===== config.mk =====
export PLATFORM = sky130hd
export DESIGN_NAME = rf_wport_arb_flat
export DESIGN_NICKNAME = d
export VERILOG_FILES = /design/src/rtl/rf_wport_arb_if.sv /design/src/rtl/rf_wport_arb.sv /design/src/flat_wrapper.sv
export SDC_FILE = /design/constraint.sdc
export NUM_CORES = 1
export LEC_CHECK = 0
export CAP_MARGIN = 20
export CORE_MARGIN = 2
export CORE_UTILIZATION = 52
export DETAILED_ROUTE_END_ITERATION = 8
export GPL_TIMING_DRIVEN = 0
export PLACE_DENSITY_LB_ADDON = 0.08
export RECOVER_POWER = 50
export SLEW_MARGIN = 0
export SYNTH_ARGS = -nofsm -noshare
export SYNTH_HDL_FRONTEND = slang
export SYNTH_SLANG_ARGS = --single-unit

===== constraint.sdc =====
create_clock -name clk -period 7.27 [get_ports clk]
set_clock_uncertainty 0.2 [all_clocks]
set_input_delay 0.727 -clock clk [delete_from_list [all_inputs] [get_ports clk]]
set_output_delay 0.727 -clock clk [all_outputs]
set_load 0.005 [all_outputs]

===== src/rtl/rf_wport_arb_if.sv =====
// Request/writeback bundle for the register-file write-port arbiter.
// master = request sources and observer of the write port; slave = the arbiter.
interface rf_wport_arb_if;
  logic        wb_req;
  logic [4:0]  wb_wn;
  logic [31:0] wb_d;
  logic        lk_req;
  logic        lk_jalr;
  logic [4:0]  lk_rd;
  logic [31:0] lk_pc4;
  logic        c0_req;
  logic [4:0]  c0_rt;
  logic [31:0] c0_d;
  logic        rf_we;
  logic [4:0]  rf_wn;
  logic [31:0] rf_wd;
  logic        stall;
  logic [7:0]  conflict_cnt;

  modport master (
    output wb_req, wb_wn, wb_d, lk_req, lk_jalr, lk_rd, lk_pc4, c0_req, c0_rt, c0_d,
    input  rf_we, rf_wn, rf_wd, stall, conflict_cnt
  );

  modport slave (
    input  wb_req, wb_wn, wb_d, lk_req, lk_jalr, lk_rd, lk_pc4, c0_req, c0_rt, c0_d,
    output rf_we, rf_wn, rf_wd, stall, conflict_cnt
  );
endinterface


===== src/rtl/rf_wport_arb.sv =====
// Merges WB/link/mfc0 writes onto one RF write port; 1-cycle latency, up to 3 on collision.
// stall blocks new requests while any source slot is pending; RFARB_RR_EN selects rotating priority.
module rf_wport_arb (
  input  logic          clk,
  input  logic          clrn,
  rf_wport_arb_if.slave bus
);
  localparam int NSRC = 3;

  logic [NSRC-1:0] slot_v_q, slot_v_d;
  logic [4:0]      slot_n_q [NSRC];
  logic [4:0]      slot_n_d [NSRC];
  logic [31:0]     slot_d_q [NSRC];
  logic [31:0]     slot_d_d [NSRC];

  logic        rf_we_q, rf_we_d;
  logic [4:0]  rf_wn_q, rf_wn_d;
  logic [31:0] rf_wd_q, rf_wd_d;
  logic        stall_q, stall_d;
  logic [7:0]  conflict_cnt_q, conflict_cnt_d;

  logic [NSRC-1:0] new_v, cand_v, gnt;
  logic [4:0]      new_n  [NSRC];
  logic [31:0]     new_d  [NSRC];
  logic [4:0]      cand_n [NSRC];
  logic [31:0]     cand_d [NSRC];
  logic [4:0]      lk_tgt;
  logic [1:0]      n_new;

  // Requests targeting r0 are dropped before they can occupy a slot or count as a conflict.
  always_comb begin
    lk_tgt   = bus.lk_jalr ? bus.lk_rd : 5'd31;
    new_v[0] = !stall_q && bus.wb_req && (bus.wb_wn != 5'd0);
    new_n[0] = bus.wb_wn;
    new_d[0] = bus.wb_d;
    new_v[1] = !stall_q && bus.lk_req && (lk_tgt != 5'd0);
    new_n[1] = lk_tgt;
    new_d[1] = bus.lk_pc4 + 32'd4;
    new_v[2] = !stall_q && bus.c0_req && (bus.c0_rt != 5'd0);
    new_n[2] = bus.c0_rt;
    new_d[2] = bus.c0_d;
    for (int i = 0; i < NSRC; i++) begin
      cand_v[i] = slot_v_q[i] | new_v[i];
      cand_n[i] = slot_v_q[i] ? slot_n_q[i] : new_n[i];
      cand_d[i] = slot_v_q[i] ? slot_d_q[i] : new_d[i];
    end
  end

`ifdef RFARB_RR_EN
  logic [1:0] ptr_q, ptr_d;
  logic [2:0] idx;
  logic       multi;

  // Priority only rotates when a real contest happened; a lone drain leaves the order alone.
  always_comb begin
    gnt   = '0;
    ptr_d = ptr_q;
    idx   = '0;
    multi = (cand_v[0] & cand_v[1]) | (cand_v[0] & cand_v[2]) | (cand_v[1] & cand_v[2]);
    for (int k = 0; k < NSRC; k++) begin
      idx = {1'b0, ptr_q} + 3'(k);
      if (idx >= 3'd3) idx = idx - 3'd3;
      if ((gnt == '0) && cand_v[idx[1:0]]) begin
        gnt[idx[1:0]] = 1'b1;
        if (multi) ptr_d = (idx[1:0] == 2'd2) ? 2'd0 : idx[1:0] + 2'd1;
      end
    end
  end

  always_ff @(posedge clk) begin
    if (!clrn) ptr_q <= 2'd0;
    else       ptr_q <= ptr_d;
  end
`else
  always_comb begin
    gnt = '0;
    if (cand_v[0])      gnt = 3'b001;
    else if (cand_v[1]) gnt = 3'b010;
    else if (cand_v[2]) gnt = 3'b100;
  end
`endif

  always_comb begin
    rf_we_d = |cand_v;
    rf_wn_d = rf_wn_q;
    rf_wd_d = rf_wd_q;
    for (int i = 0; i < NSRC; i++) begin
      if (gnt[i]) begin
        rf_wn_d = cand_n[i];
        rf_wd_d = cand_d[i];
      end
      slot_n_d[i] = cand_n[i];
      slot_d_d[i] = cand_d[i];
    end
    slot_v_d = cand_v & ~gnt;
    stall_d  = |slot_v_d;
    n_new    = 2'(new_v[0]) + 2'(new_v[1]) + 2'(new_v[2]);
    conflict_cnt_d = conflict_cnt_q;
    if ((n_new >= 2'd2) && (conflict_cnt_q != 8'hFF)) conflict_cnt_d = conflict_cnt_q + 8'd1;
  end

  always_ff @(posedge clk) begin
    if (!clrn) begin
      slot_v_q       <= '0;
      rf_we_q        <= 1'b0;
      rf_wn_q        <= '0;
      rf_wd_q        <= '0;
      stall_q        <= 1'b0;
      conflict_cnt_q <= '0;
      for (int i = 0; i < NSRC; i++) begin
        slot_n_q[i] <= '0;
        slot_d_q[i] <= '0;
      end
    end else begin
      slot_v_q       <= slot_v_d;
      rf_we_q        <= rf_we_d;
      rf_wn_q        <= rf_wn_d;
      rf_wd_q        <= rf_wd_d;
      stall_q        <= stall_d;
      conflict_cnt_q <= conflict_cnt_d;
      for (int i = 0; i < NSRC; i++) begin
        slot_n_q[i] <= slot_n_d[i];
        slot_d_q[i] <= slot_d_d[i];
      end
    end
  end

  assign bus.rf_we        = rf_we_q;
  assign bus.rf_wn        = rf_wn_q;
  assign bus.rf_wd        = rf_wd_q;
  assign bus.stall        = stall_q;
  assign bus.conflict_cnt = conflict_cnt_q;
endmodule


===== src/flat_wrapper.sv =====
// flat-port wrapper written by rule: the top's interface ports become plain ports
module rf_wport_arb_flat 
  (clk, clrn, bus_wb_req, bus_wb_wn, bus_wb_d, bus_lk_req, bus_lk_jalr, bus_lk_rd, bus_lk_pc4, bus_c0_req, bus_c0_rt, bus_c0_d, bus_rf_we, bus_rf_wn, bus_rf_wd, bus_stall, bus_conflict_cnt);
  rf_wport_arb_if bus_i ();
  input  logic clk;
  input  logic clrn;
  input wire logic [$bits(bus_i.wb_req)-1:0] bus_wb_req;
  input wire logic [$bits(bus_i.wb_wn)-1:0] bus_wb_wn;
  input wire logic [$bits(bus_i.wb_d)-1:0] bus_wb_d;
  input wire logic [$bits(bus_i.lk_req)-1:0] bus_lk_req;
  input wire logic [$bits(bus_i.lk_jalr)-1:0] bus_lk_jalr;
  input wire logic [$bits(bus_i.lk_rd)-1:0] bus_lk_rd;
  input wire logic [$bits(bus_i.lk_pc4)-1:0] bus_lk_pc4;
  input wire logic [$bits(bus_i.c0_req)-1:0] bus_c0_req;
  input wire logic [$bits(bus_i.c0_rt)-1:0] bus_c0_rt;
  input wire logic [$bits(bus_i.c0_d)-1:0] bus_c0_d;
  output wire logic [$bits(bus_i.rf_we)-1:0] bus_rf_we;
  output wire logic [$bits(bus_i.rf_wn)-1:0] bus_rf_wn;
  output wire logic [$bits(bus_i.rf_wd)-1:0] bus_rf_wd;
  output wire logic [$bits(bus_i.stall)-1:0] bus_stall;
  output wire logic [$bits(bus_i.conflict_cnt)-1:0] bus_conflict_cnt;
  assign bus_i.wb_req = bus_wb_req;
  assign bus_i.wb_wn = bus_wb_wn;
  assign bus_i.wb_d = bus_wb_d;
  assign bus_i.lk_req = bus_lk_req;
  assign bus_i.lk_jalr = bus_lk_jalr;
  assign bus_i.lk_rd = bus_lk_rd;
  assign bus_i.lk_pc4 = bus_lk_pc4;
  assign bus_i.c0_req = bus_c0_req;
  assign bus_i.c0_rt = bus_c0_rt;
  assign bus_i.c0_d = bus_c0_d;
  assign bus_rf_we = bus_i.rf_we;
  assign bus_rf_wn = bus_i.rf_wn;
  assign bus_rf_wd = bus_i.rf_wd;
  assign bus_stall = bus_i.stall;
  assign bus_conflict_cnt = bus_i.conflict_cnt;
  rf_wport_arb u_core (.clk(clk), .clrn(clrn), .bus(bus_i));
endmodule

# Word-level counts from Yosys, hierarchy flattened
# Memories as Yosys holds them, arrays and structs flattened.
# Cells that the tools add are included.
[totals]
register_bits = 50
ram_bits = 111
output_inout_bits = 47
wordCells = 63
n_memories = 2
[mem_list]
columns = ["name", "depth", "word_bits", "read_ports", "rd_ports_with_merged_regs", "wr", "line_no", "source"]
rows = [
  ["u_core.slot_d_q", 3, 32, 3, 0, 3, "rf_wport_arb.sv:13", "logic [31:0] slot_d_q [NSRC];"],
  ["u_core.slot_n_q", 3, 5, 3, 0, 3, "rf_wport_arb.sv:11", "logic [4:0] slot_n_q [NSRC];"],
]
[classes]
addsub = 4
order_cmp = 1
eq_ne = 1
muxes = 24
bitwise = 11
reduce_logical = 14
[ops]
columns = ["operator", "n"]
rows = [
  ["$mux 32", 9],
  ["$mux 5", 10],
  ["$add 32x3->32 const B", 1],
  ["$reduce_bool 5->1", 3],
  ["$mux 3", 3],
  ["$or 1x1->1", 9],
  ["$add 8x1->8 const B", 1],
  ["$ne 8x8->1 const B", 1],
  ["$logic_and 1x1->1", 7],
  ["$reduce_or 3->1", 2],
  ["$and 3x3->3", 1],
  ["$not 3->3", 1],
  ["$reduce_bool 3->1", 1],
  ["$add 1x1->2", 1],
  ["$add 2x1->2", 1],
  ["$ge 2x2->1 const B", 1],
  ["$mux 1", 2],
  ["$logic_not 1->1", 1],
]

# Longest topological paths before layout
# Gate-level depths: netlist of the first run.
[logic_depth]
word_depth = 10
mapped_depth = 11
depth_no_buf = 10

# Least setup slack after synthesis of the first run
# OpenSTA, ideal clock, no wires.
[synth_path]
path_kind = "input to register"
start = "input bus_wb_wn[0]"
end = "register u_core.conflict_cnt_q[5], in the netlist u_core.bus.conflict_cnt[5]"
setup_time_ns = 0.072
arrival_time_ns = 3.020
t_required_ns = 6.998
setup_slack_ns = 3.979
path_stages = 11
path_cell_list = "or4_1 -> o21ai_1 -> clkinv_1 -> clkbuf_1 -> ha_1 -> inv_1 -> a211oi_1 -> o22ai_1 -> nor2_1 -> nand3_1 -> mux2i_1"
[synth_between]
elab_chain_len = 6
[synth_rtl]
columns = ["item", "line_no", "source"]
rows = [
  ["start: declaration", "flat_wrapper.sv:8", "input wire logic [$bits(bus_i.wb_wn)-1:0] bus_wb_wn;"],
  ["$reduce_bool 5->1", "rf_wport_arb.sv:33", "new_v[0] = !stall_q && bus.wb_req && (bus.wb_wn != 5'd0);"],
  ["$logic_and 1x1->1", "rf_wport_arb.sv:33", ""],
  ["$add 1x1->2", "rf_wport_arb.sv:97", "n_new = 2'(new_v[0]) + 2'(new_v[1]) + 2'(new_v[2]);"],
  ["$add 2x1->2", "rf_wport_arb.sv:97", ""],
  ["$ge 2x2->1", "rf_wport_arb.sv:99", "if ((n_new >= 2'd2) && (conflict_cnt_q != 8'hFF)) conflict_cnt_d = conflict_cnt_q + 8'd1;"],
  ["$logic_and 1x1->1", "rf_wport_arb.sv:99", ""],
  ["end signal: assignment", "rf_wport_arb.sv:120", "conflict_cnt_q <= conflict_cnt_d;"],
  ["end: declaration", "rf_wport_arb.sv:20", "logic [7:0] conflict_cnt_q, conflict_cnt_d;"],
]
# Every way passes these cells.
# A chain may end at the register's enable or synchronous reset.

# Worst setup path after layout of the first run
# Same ends and word-level chain as after synthesis.

==> flow_summary.yaml, run 1 <==
synth:
  postSynth.asyncResetShare_pct: 0
  synth_edf_count: 0
  post_synth.cell_area_avg_sq_um: 8.25
  synth_cells: 723
  ys_seq_elements: 123
  most_common_flop_cell_mapped_by_yosys: "sky130_fd_sc_hd__dfxtp_1"
  seq_area_frac_synth_pct: 41.3
  yosys_warnings: 0
  postSynthNetCount: 843
  post_synth_main_area_contributors: "sky130_fd_sc_hd__dfxtp_1 41%, sky130_fd_sc_hd__mux2i_1 9.4%, sky130_fd_sc_hd__nor2_1 5.6%, sky130_fd_sc_hd__o21ai_0 5.4%, sky130_fd_sc_hd__nand2_1 4.3%"
  synth_cell_types: 56
  post-synth-top-area-cell: "sky130_fd_sc_hd__dfxtp_1"
  netlist.area_leader.share_pct: 41.3
  syn_area_sq_um: 5960
detailed_routing:
  route.final.wire_length_mm: 20.9
  drt_first_iter_violations: 590
  remaining_drc_errors: 0
  wl_per_cell_microns: 19.7
  detailroute.via_count: 6439
  antenna_violating_nets_post_route: 0
  detailedRoute.firstPassIterationCount: 6
  route.detailed.vias_per_inst: 6.07
global_routing:
  grtUsageTotal_pct: 33.6
  grt_first_pass_wirelength_mm: 32.3
  grt_max_degree: 17
  grt-ovfl-total: 0
  grt_antenna_before_repair: 0
  via_count_of_the_first_global_routing_pass: 6126
timing:
  unrepaired_setup_endpoints_after_global_routing: "no"
  setup_viol_count_final: 0
  timing.final.hold_violations: 0
  final_min_period_over_clock_period_pct: 55.3
  worst-slew-pin-transition_ps: 1020
  headroom_to_the_max_slew_limit_pct: 31.8
  final_max_tran_viols: 0
  hold_ws_ps: 269
  clock.fmax_ghz: 0.249
  setup-tns-final_ps: 0
  layout_min_cycle_time_ps: 4020
layout:
  layout-drive-gt1-share_pct: 5.66
  mostFrequentLayoutCell: "sky130_fd_sc_hd__dfxtp_1"
  diodes: 0
  nNetsFinal: 1025
  syn_to_final_growth_pct: 39.6
  most-common-layout-cells: "123 x sky130_fd_sc_hd__dfxtp_1, 113 x sky130_fd_sc_hd__clkdlybuf4s50_1, 89 x sky130_fd_sc_hd__nor2_1"
power:
  cellLeakagePower_uw: 0.00329
  power_density_nw_per_um2: 246
  ir_drop_uv: 157
worst_setup_path:
  critPathKind: "in -> reg"
  crit_path_max_delay_cell_type: "sky130_fd_sc_hd__o22ai_1"
  crit_family: "buffers and inverters"
  critical-path-max-stage-delay_ps: 570
  path_buf_inv: 4
  crit_path_cell_trace: "clkdlybuf4s50_1 -> or4_1 -> o21ai_1 -> clkinv_1 -> clkbuf_1 -> ha_1 -> inv_1 -> a211oi_1 -> o22ai_1 -> nor2_1 -> nand3_1 -> mux2i_1"
  timing.critical_path.to_type: "flop"
  critPathMaxFanout: 10
  timing.critical_path.required_ps: 7430
  critical_path.startpoint_type: "input pin"
  timing.critical_path.arrival_ps: 4170
floorplanning:
  core_area_sq_um: 11300
  placement_rows: 39
  die_w_microns: 111
  initial_core_util_pct: 52.7
  die_y_microns: 111
  i_o_pin_cnt: 164
  die_area_sq_um: 12300
cts:
  cts.reportedPaths.clkPinSlew_ps: 50
  cts_repair_resize_count: 0
  cts_max_path_bufs: 2
  cts_tree: "built"
  post_cts_hold_buffer_count: 0
  tritoncts_num_sinks: 123
  clk_latency_ps: 430
  postCtsSetupRepairBufs: 0
  number_of_buffers_inserted_during_clock_tree_synthesis: 17
  root_buffer: "sky130_fd_sc_hd__clkbuf_16"
  htree_num_levels: 4
job:
  cap_viol_max_count: 0
outcome:
  result_of_the_run: "finished clean"
placement:
  place.detailed.hpwl_mm: 15.5
  port_buffers: 163
  place.gp.congestion: 0.912
hold_path:
  min-delay-path-class: "reg -> reg"
## synth_stat cells, drive strengths merged (2+ instances only)
| cell type | n |
|---|---|
| a221oi | 4 |
| or3 | 9 |
| mux2 | 2 |
| buf | 14 |
| nand2 | 69 |
| nor4 | 9 |
| clkbuf | 38 |
| o22ai | 8 |
| nand2b | 6 |
| nor3 | 31 |
| or4 | 3 |
| xor2 | 13 |
| clkinv | 2 |
| nand4 | 10 |
| nor2b | 3 |
| o31a | 3 |
| nor3b | 2 |
| o2bb2ai | 3 |
| a211oi | 5 |
| o211ai | 17 |
| and4 | 3 |
| a22oi | 5 |
| ha | 3 |
| and2 | 9 |
| and3 | 3 |
| nand3 | 18 |
| o21a | 3 |
| xnor2 | 14 |
| nor2 | 89 |
| inv | 10 |
| mux2i | 56 |
| or2 | 3 |
| dfxtp | 123 |
| a31oi | 13 |
| o21ai | 65 |
| a21oi | 43 |
| a21o | 4 |
## area by class of cell
| class | count | area, sq um |
|---|---|---|
| Multi-Input combinational cell | 536 | 3210 |
| Inverter | 12 | 45.0 |
| Sequential cell | 123 | 2460 |
| Tap cell | 143 | 179 |
| Fill cell | 905 | 3000 |
| Timing Repair Buffer | 163 | 1630 |
| Buffer | 52 | 226 |
| Clock inverter | 8 | 65.1 |
| Clock buffer | 24 | 502 |
## cell families (layout without fill, tap and decap cells)
logic type      after synthesis  count (layout)  synth area share (%)
simple gates                267             267                  21.5
compound gates              181             181                  18.2
flops                       123             123                  41.3
buf+inv                      64             259                  4.55
mux                          58              58                  9.78
xor+xnor                     27              27                  3.97
fa+ha+maj                     3               3                 0.630
## stage by stage
step	instance area, sq um	instances	total power [uW]	setup WS, ps	utilization (%)
2_1_floorplan	5960	723	1020	3980	-
3_3_place_gp	7770	1029	1240	3040	68.7
3_5_place_dp	7770	1029	1260	2970	68.7
4_1_cts	8340	1061	2050	3360	73.7
5_1_grt	8320	1061	2120	3130	73.5
6_report	8320	1061	2050	3250	73.5
## path summary, 6_finish.rpt
kind / start / endpoint / slack (ps) / cells after the start
setup / recovery: bus_wb_wn[0] / u_core.bus.conflict_cnt[5] / 3250 / 12
hold / removal: u_core.slot_d_q[0][67] / u_core.slot_d_q[0][67] / 270 / 2
setup reg to reg: u_core.bus.stall / u_core.bus.conflict_cnt[5] / 4060 / 10
hold reg to reg: u_core.slot_d_q[0][67] / u_core.slot_d_q[0][67] / 270 / 2
## power breakdown
group / switching [uW] / leakage (uW) / internal (uW)
logic: 257 / 0.00198 / 214
clock network: 295 / 0.000289 / 510
registers: 32.8 / 0.00102 / 742
## worst reg2reg max path: stages (launching register included)
cell and delay (ps):
sky130_fd_sc_hd__dfxtp_1 350, sky130_fd_sc_hd__nand2b_1 160, sky130_fd_sc_hd__a21oi_1 380, sky130_fd_sc_hd__clkbuf_1 510, sky130_fd_sc_hd__ha_1 340, sky130_fd_sc_hd__inv_1 60, sky130_fd_sc_hd__a211oi_1 50, sky130_fd_sc_hd__o22ai_1 570
sky130_fd_sc_hd__nor2_1 180, sky130_fd_sc_hd__nand3_1 140, sky130_fd_sc_hd__mux2i_1 180
## sequential cells by signal, indices dropped and copies added, names as in the netlist
register,flops
u_core.slot_d_q,64
u_core.bus.rf_wn,5
u_core.slot_v_q,2
u_core.bus.rf_wd,32
u_core.slot_n_q,10
u_core.bus.stall,1
u_core.bus.rf_we,1
u_core.bus.conflict_cnt,8
## metal layers
layer	wire [microns]	up-vias	track usage (%)
li1	-	2947	-
met1	8200	3042	41.9
met2	9810	383	55.0
met3	2170	67	8.97
met4	747	0	14.3
met5	0	-	0
No activity file was read; power rests on OpenSTA's default activity.
==> run 2: changes to the inputs <==
- CORE_UTILIZATION: 52 -> 49
- clock period: 7.27 -> 4 ns (I/O delays scaled with it)
==> flow_summary.yaml, run 2 (synthesis results as in run 1) <==
detailed_routing:
  remaining_drc_errors: 0
  detailroute.via_count: 6228
  wl_per_cell_microns: 19.4
  drt_first_iter_violations: 569
  detailedRoute.firstPassIterationCount: 5
  antenna_violating_nets_post_route: 0
  route.detailed.vias_per_inst: 5.85
  route.final.wire_length_mm: 20.6
power:
  p_switching_uw: 1080
  share_of_power_burned_in_combinational_logic_pct: 21.1
  power_density_nw_per_um2: 476
  total_power_uw: 4020
  power_switching_share_pct: 27.0
  cellLeakagePower_uw: 0.00333
  p_clk_share_pct: 43.8
  cell_internal_pwr_uw: 2930
  ir_drop_uv: 308
  power.sequential.fraction_pct: 35.1
cts:
  cts_max_path_bufs: 2
  postCtsSetupRepairBufs: 0
  tritoncts_num_sinks: 123
  cts_repair_resize_count: 0
  cts.reportedPaths.clkPinSlew_ps: 50
  root_buffer: "sky130_fd_sc_hd__clkbuf_16"
  cts_tree: "built"
  number_of_buffers_inserted_during_clock_tree_synthesis: 17
  post_cts_hold_buffer_count: 0
  htree_num_levels: 4
  clk_latency_ps: 420
global_routing:
  grt_max_degree: 17
  via_count_of_the_first_global_routing_pass: 6138
  grt-ovfl-total: 0
  grtUsageTotal_pct: 32.2
  grt_first_pass_wirelength_mm: 32.2
  groute.layer.met3.usage_pct: 6.99
  top_usage_layer: "met2"
  gr-usage-met1_pct: 42.4
  use_met2_pct: 52.2
  grt_antenna_before_repair: 0
placement:
  place.detailed.hpwl_mm: 15.4
  place.gp.congestion: 0.905
  placed_area_sq_um: 7780
  place_worst_setup_slack_ps: -58.1
  port_buffers: 163
worst_setup_path:
  critical_path.startpoint_type: "input pin"
  timing.critical_path.arrival_ps: 3870
  timing.critical_path.required_ps: 4100
  critPathKind: "in -> reg"
  r2r_cells: 10
  critPathMaxFanout: 10
  timing.critical_path.to_type: "flop"
  crit_start: "bus_wb_wn[3]"
  timing.rr.start: "u_core.bus.stall"
timing:
  setup_viol_count_final: 0
  final_max_tran_viols: 0
  final_min_period_over_clock_period_pct: 94.2
  layout_min_cycle_time_ps: 3770
  unrepaired_setup_endpoints_after_global_routing: "no"
  finalWorstSetupSlack_ps: 231
  worst-slew-pin-transition_ps: 846
  headroom_to_the_max_slew_limit_pct: 43.6
  clock.fmax_ghz: 0.265
  timing.final.hold_violations: 0
hold_path:
  worst_hold_startpoint: "u_core.slot_n_q[0][13]"
  min-delay-path-class: "reg -> reg"
  whs_path_depth: 2
layout:
  final_cell_area_sq_um: 8440
  layout-drive-gt1-share_pct: 5.77
  syn_to_final_growth_pct: 41.5
  diodes: 0
  registers.top_by_ff_count: "u_core.slot_d_q"
  multi_input_comb_area_sq_um: 3210
  mostFrequentLayoutCell: "sky130_fd_sc_hd__dfxtp_1"
  final_core_utilization_pct: 70.5
  nNetsFinal: 1025
  regArea_sq_um: 2460
  largest_reg_flops: 64
  fillers: 974
  most-common-layout-cells: "123 x sky130_fd_sc_hd__dfxtp_1, 112 x sky130_fd_sc_hd__clkdlybuf4s50_1, 89 x sky130_fd_sc_hd__nor2_1"
floorplanning:
  i_o_pin_cnt: 164
  core_area_sq_um: 12000
  die_area_sq_um: 13100
  die_w_microns: 114
  initial_core_util_pct: 49.8
  placement_rows: 40
  die_y_microns: 114
outcome:
  result_of_the_run: "finished clean"
job:
  cap_viol_max_count: 0
run 2: final timing paths:
check                                    end  slack [ps]
hold / removal        u_core.slot_n_q[0][13]         270
setup reg to reg  u_core.bus.conflict_cnt[5]         760
setup / recovery  u_core.bus.conflict_cnt[5]         230
hold reg to reg       u_core.slot_n_q[0][13]         270
run 2: power groups by stage:
stage / registers [uW] / clock network, uW / logic [uW]
after floorplan: 1420 / 0 / 432
after global placement: 1430 / 0 / 835
after detailed placement: 1430 / 0 / 850
after CTS: 1410 / 1750 / 860
after global routing: 1420 / 1820 / 915
final: 1410 / 1760 / 848
run 2: stage by stage:
| stage | hold slack, ps | TNS (ps) | std cells |
|---|---|---|---|
| 6_report | 265 | 0 | 1065 |
| 2_1_floorplan | 233 | 0 | 723 |
| 3_5_place_dp | 254 | -157 | 1033 |
| 3_3_place_gp | 242 | 0 | 1033 |
| 4_1_cts | 261 | 0 | 1065 |
| 5_1_grt | 287 | 0 | 1065 |
run 2: layout make-up:
type | count | area share (%)
Timing Repair Buffer | 163 | 19.3
Inverter | 12 | 0.534
Sequential cell | 123 | 29.2
Tap cell | 147 | 2.18
Clock inverter | 13 | 2.61
Buffer | 52 | 2.68
Multi-Input combinational cell | 536 | 38.1
Clock buffer | 19 | 5.37
run 2: routing by layer:
layer	part of all wire (%)	routed length, microns
met5	0	0
met4	2.3	467
met3	8.7	1790
met2	46	9580
met1	43	8800
run 2: critical path, stage by stage:
cell and delay (ps):
sky130_fd_sc_hd__clkdlybuf4s50_1 430, sky130_fd_sc_hd__or4_1 510, sky130_fd_sc_hd__o21ai_1 270, sky130_fd_sc_hd__clkinv_1 280
sky130_fd_sc_hd__clkbuf_1 310, sky130_fd_sc_hd__ha_1 360, sky130_fd_sc_hd__inv_1 40, sky130_fd_sc_hd__a211oi_1 420
sky130_fd_sc_hd__o22ai_1 310, sky130_fd_sc_hd__nor2_1 260, sky130_fd_sc_hd__nand3_1 140, sky130_fd_sc_hd__mux2i_1 140
